<file path="src/rtl/mem_access_pkg.sv">
// Shared definitions for the memory access sequencer.
//   WORD_SIZE   - address/data width of the CPU memory port
//   mau_state_e - sequencer state encoding
//   TimeoutFill - word written to the destination register on a read timeout
package mem_access_pkg;

  localparam int unsigned WORD_SIZE = 16;

  typedef enum logic [1:0] {
    StIdle   = 2'd0,
    StRdWait = 2'd1,
    StWrWait = 2'd2
  } mau_state_e;

  localparam logic [15:0] TimeoutFill = 16'hFFFF;

endpackage

</file>
<file path="src/rtl/mau_wait_counter.sv">
// Wait-cycle counter for the memory access sequencer timeout.
//   clk, reset  - clock and synchronous active-high reset
//   clear       - restart the count from zero (takes priority over enable)
//   enable      - count one wait cycle
//   count_done  - current count equals Terminal
module mau_wait_counter
  import mem_access_pkg::*;
#(
  parameter int unsigned      Width    = 8,
  parameter logic [Width-1:0] Terminal = '1
) (
  input  logic clk,
  input  logic reset,
  input  logic clear,
  input  logic enable,
  output logic count_done
);

  logic [Width-1:0] count_q;

  always_ff @(posedge clk) begin
    if (reset || clear) begin
      count_q <= '0;
    end else if (enable) begin
      count_q <= count_q + 1'b1;
    end
  end

  assign count_done = (count_q == Terminal);

endmodule

</file>
<file path="src/rtl/mem_access_unit.sv">
// Memory access sequencer between the multicycle control unit and the external memory port.
// Turns level-held mem_read/mem_write requests into exactly one memory transaction each,
// captures read data into ir or mdr and reports completion with a one-cycle mem_done pulse.
//
// Ports:
//   clk, reset           - clock, synchronous active-high reset
//   mem_read, mem_write  - level requests from the control unit (read wins if both)
//   i_or_d               - address/destination select: 0 = pc/ir, 1 = alu_out/mdr
//   pc, alu_out, wdata   - address sources and store data
//   readM, writeM        - external strobes
//   address, mem_wdata   - latched transaction address and store data
//   mem_rdata            - external read data
//   input_ready          - read data valid
//   ack_output           - write completed
//   ir, mdr              - captured instruction / data word
//   mem_done             - one-cycle completion pulse
//   busy                 - transaction outstanding
//   mem_err              - one-cycle timeout pulse
//
// Build option: define MAU_TIMEOUT_EN to abort a wait after TIMEOUT cycles without handshake.
module mem_access_unit
  import mem_access_pkg::*;
#(
  parameter int unsigned WORD_SIZE = mem_access_pkg::WORD_SIZE,
  parameter int unsigned TIMEOUT   = 255
) (
  input  logic                 clk,
  input  logic                 reset,
  input  logic                 mem_read,
  input  logic                 mem_write,
  input  logic                 i_or_d,
  input  logic [WORD_SIZE-1:0] pc,
  input  logic [WORD_SIZE-1:0] alu_out,
  input  logic [WORD_SIZE-1:0] wdata,
  output logic                 readM,
  output logic                 writeM,
  output logic [WORD_SIZE-1:0] address,
  output logic [WORD_SIZE-1:0] mem_wdata,
  input  logic [WORD_SIZE-1:0] mem_rdata,
  input  logic                 input_ready,
  input  logic                 ack_output,
  output logic [WORD_SIZE-1:0] ir,
  output logic [WORD_SIZE-1:0] mdr,
  output logic                 mem_done,
  output logic                 busy,
  output logic                 mem_err
);

  mau_state_e state;
  logic       served;  // current request level already serviced
  logic       dest;    // read destination: 0 = ir, 1 = mdr
  logic       accept;

  assign accept = (state == StIdle) && !served && (mem_read || mem_write);
  assign busy   = (state != StIdle);

`ifdef MAU_TIMEOUT_EN
  logic wait_tc;
  logic mem_err_q;

  mau_wait_counter #(
    .Width   (8),
    .Terminal(8'(TIMEOUT - 1))
  ) u_wait_counter (
    .clk       (clk),
    .reset     (reset),
    .clear     (accept),
    .enable    (busy),
    .count_done(wait_tc)
  );

  assign mem_err = mem_err_q;
`else
  logic [31:0] unused_timeout;
  assign unused_timeout = TIMEOUT;
  assign mem_err        = 1'b0;
`endif

  always_ff @(posedge clk) begin
    if (reset) begin
      state     <= StIdle;
      served    <= 1'b0;
      dest      <= 1'b0;
      readM     <= 1'b0;
      writeM    <= 1'b0;
      address   <= '0;
      mem_wdata <= '0;
      ir        <= '0;
      mdr       <= '0;
      mem_done  <= 1'b0;
`ifdef MAU_TIMEOUT_EN
      mem_err_q <= 1'b0;
`endif
    end else begin
      mem_done <= 1'b0;
`ifdef MAU_TIMEOUT_EN
      mem_err_q <= 1'b0;
`endif
      // Request level dropped: the next assertion is a fresh request.
      // A completion later in this block overrides this.
      if (!mem_read && !mem_write) begin
        served <= 1'b0;
      end

      unique case (state)
        StIdle: begin
          if (accept) begin
            address <= i_or_d ? alu_out : pc;
            if (mem_read) begin
              dest  <= i_or_d;
              readM <= 1'b1;
              state <= StRdWait;
            end else begin
              mem_wdata <= wdata;
              writeM    <= 1'b1;
              state     <= StWrWait;
            end
          end
        end

        StRdWait: begin
          if (input_ready) begin
            if (dest) begin
              mdr <= mem_rdata;
            end else begin
              ir <= mem_rdata;
            end
            readM    <= 1'b0;
            mem_done <= 1'b1;
            served   <= 1'b1;
            state    <= StIdle;
          end
`ifdef MAU_TIMEOUT_EN
          else if (wait_tc) begin
            if (dest) begin
              mdr <= WORD_SIZE'(TimeoutFill);
            end else begin
              ir <= WORD_SIZE'(TimeoutFill);
            end
            readM     <= 1'b0;
            mem_done  <= 1'b1;
            mem_err_q <= 1'b1;
            served    <= 1'b1;
            state     <= StIdle;
          end
`endif
        end

        StWrWait: begin
          if (ack_output) begin
            writeM   <= 1'b0;
            mem_done <= 1'b1;
            served   <= 1'b1;
            state    <= StIdle;
          end
`ifdef MAU_TIMEOUT_EN
          else if (wait_tc) begin
            writeM    <= 1'b0;
            mem_done  <= 1'b1;
            mem_err_q <= 1'b1;
            served    <= 1'b1;
            state     <= StIdle;
          end
`endif
        end

        default: state <= StIdle;
      endcase
    end
  end

endmodule

</file>
<file path="config.mk">
export PLATFORM = sky130hd
export DESIGN_NAME = mem_access_unit
export DESIGN_NICKNAME = d
export VERILOG_FILES = /design/src/rtl/mem_access_pkg.sv /design/src/rtl/mau_wait_counter.sv /design/src/rtl/mem_access_unit.sv
export SDC_FILE = /design/constraint.sdc
export NUM_CORES = 1
export LEC_CHECK = 0
export CAP_MARGIN = 5
export CELL_PAD_IN_SITES_DETAIL_PLACEMENT = 0
export CELL_PAD_IN_SITES_GLOBAL_PLACEMENT = 2
export CORE_ASPECT_RATIO = 0.9
export CORE_UTILIZATION = 36
export DETAILED_ROUTE_END_ITERATION = 8
export DONT_BUFFER_PORTS = 1
export GPL_TIMING_DRIVEN = 1
export PLACE_DENSITY_LB_ADDON = 0.1
export REMOVE_ABC_BUFFERS = 1
export SYNTH_ARGS = -nofsm -noshare
export SYNTH_HDL_FRONTEND = slang
export SYNTH_HIERARCHICAL = 1
export SYNTH_SLANG_ARGS = --single-unit
</file>
<file path="constraint.sdc">
create_clock -name clk -period 4.8 [get_ports clk]
set_input_delay 0.48 -clock clk [delete_from_list [all_inputs] [get_ports clk]]
set_output_delay 0.48 -clock clk [all_outputs]
set_load 0.01 [all_outputs]
</file>
==> results.txt <==
Outcome = complete, no violations
CTS tree = built
WL met3 = 700 µm
Post-CTS Resized = 0
P_leak = 1.09 nW
RSZ-0062 raised after global routing = no
DRT iter0 DRCs = 88
First-pass GRT wire length = 11.2 mm
Endpoints failing hold = 0
Antenna Nets Post-Route = 0
GPL Wtd Cong = 0.756
Most frequent cells in the layout = nand2_1, dfxtp_1, a21oi_1
Design area = 0.00311 mm²
Layout cells sized above 1 = 10.0%
Minimum clock period = 2.46 ns
Mapped Area = 0.00295 mm²
Dpl hpwl = 4.65 mm
Largest net degree at the start of global routing = 73
Seq cells post-synth = 71
Antenna violations before repair = 0
Initial core utilization = 38.2%
Clock-pin slew on the worst setup and hold paths = 0.08 ns
Worst setup EP type = flop
Worst Setup SP = state[1]
Worst Tran Pin Value = 1.22 ns
Seq/Total Area, Yosys = 48.1%
Clock Root Buffer = clkbuf_8
Clk_lat worst skew = 0.35 ns
Max Buffers Root-to-Sink = 2
Crit Path Class = reg2reg
Prevailing post-synth register cell = dfxtp_1
Worst Clk Skew = 0.00700 ns
Die ar. = 0.00857 mm²
DR vias = 2217
Router iterations before antenna repair = 4
Library cells used by synthesis = 37
Htree depth = 3
Max transition margin = 18.5%
Die W = 97.5 µm
Startpoint types = flop
Setup tns final = 0 ns
Die height = 87.9 µm
Vias in the first global route = 2129
Met2 wire length = 3.25 mm
Number of I/O port buffers = 0
Row count = 30
Hold Buf Count CTS = 0
Post-synthesis cell count = 343
Syn avg cell area = 8.61 µm²
Max VDD drop = 143 µV
Area Overhead vs Synth = 5.21%
Area of placed instances = 0.00291 mm²
Max layer used = met4
Commonest non-fill, non-tap cell in the layout = nand2_1
Worst min-delay path class = in2reg
Detailed-route wire length = 7.13 mm
Nets@finish = 398
Yosys Warn Count = 6
Worst r2r src = state[1]
Async SR Flop Fraction = 0%
Max frequency = 0.407 GHz
Power per cell area = 456 mW/mm²
Cts bufs inserted = 9
Min-delay src = reset
Fin crit share = 51.2%
Routed length on met1 = 3.07 mm
CP Max Fanout = 17
GRT overflow = 0
ANT cells = 0
Slew Limit Fails = 0
# setup viols final = 0
Setup Buffers After CTS = 0
Total I/O pin count = 140
Critical path arrival = 2.68 ns
Drt drc = 0
Worst EP required = 5.02 ns
Via-to-Cell Ratio = 5.22
Max_cap viols = 0
CTS Sinks = 71
GR Util All Layers = 16.7%
Post-synth EDFFs = 0
WL per Instance = 16.8 µm
Core area = 0.00773 mm²
-- cell usage after synthesis (2+ instances only) --
cell / count / area share (%)
inv_1: 5 / 0.64
clkbuf_1: 16 / 2.0
mux2_2: 2 / 0.76
nand3b_1: 2 / 0.51
mux2i_1: 17 / 5.8
a22oi_1: 2 / 0.51
nor2_1: 4 / 0.51
buf_2: 7 / 1.2
a21oi_1: 66 / 11
buf_6: 3 / 1.1
and3_1: 2 / 0.42
nand2_1: 98 / 12
nor2b_1: 3 / 0.64
nand2b_1: 2 / 0.42
a211oi_1: 6 / 1.5
o2111ai_1: 2 / 0.59
ha_1: 3 / 1.3
a211oi_2: 10 / 4.2
buf_4: 3 / 0.76
dfxtp_1: 71 / 48
nor3b_1: 2 / 0.51
o21ba_2: 2 / 0.68
-- area by class of cell --
type | count | area, µm²
multi-input combinational | 236 | 1340
tap | 96 | 120
sequential | 71 | 1420
inverter | 5 | 18.8
timing repair buffer | 1 | 7.51
fill | 802 | 4620
clock inverter | 7 | 72.6
clock buffer | 9 | 124
-- where the power goes --
group | switching, mW | leakage [nW] | internal (mW) | total (mW)
clock network | 0.236 | 0.0956 | 0.241 | 0.477
logic | 0.130 | 0.415 | 0.0945 | 0.225
registers | 0.0667 | 0.579 | 0.648 | 0.714
total | 0.434 | 1.09 | 0.983 | 1.42
-- path summary, 6_finish.rpt --
path	end	slack [ns]	cells past startpoint
worst min-delay path	mem_wdata[3]	0.19	1
worst max-delay path	address[0]	2.34	5
worst max register to register	address[0]	2.34	5
worst min register to register	mdr[3]	0.50	2
-- metal layers --
metal  track usage, %  vias to the layer above
li1                 -                     1114
met4             6.15                        0
met2             25.5                       85
met1             20.4                     1007
met3             8.30                       11
met5                0                        -
-- critical path, cell delays in order (launching register included) --
cell	delay (ns)
dfxtp_1	0.34
inv_1	0.09
ha_1	0.32
nor2b_1	1.00
and2_4	0.46
a211oi_1	0.11
-- sequential cells by signal, indices dropped and copies added, names as in the netlist --
name / flops
address: 16
ir: 16
mdr: 16
mem_wdata: 16
state: 2
dest: 1
mem_done: 1
readM: 1
served: 1
writeM: 1
-- per-stage QoR --
step	hold slack [ns]	total power, mW	setup WS (ns)	std cells	utilization (%)
floorplan	0.449	0.898	2.63	312	-
global placement	0.481	0.952	2.48	409	37.7
detailed placement	0.486	0.957	2.37	409	37.7
CTS	0.174	1.44	2.36	425	40.2
global route	0.165	1.50	2.17	425	40.2
finish	0.190	1.42	2.34	425	40.2
-- logic make-up (layout without fill, tap and decap cells) --
family / Yosys count / count (layout) / synth area share [%]
and+or+nand+nor: 121 / 121 / 17.6
AOI/OAI and AO/OA: 92 / 92 / 19.7
DFF: 71 / 71 / 48.1
buffers and inverters: 36 / 22 / 6.61
muxes: 19 / 19 / 6.52
adders and majority gates: 3 / 3 / 1.27
other: 1 / 1 / 0.127
(Power assumes the default switching activity.)
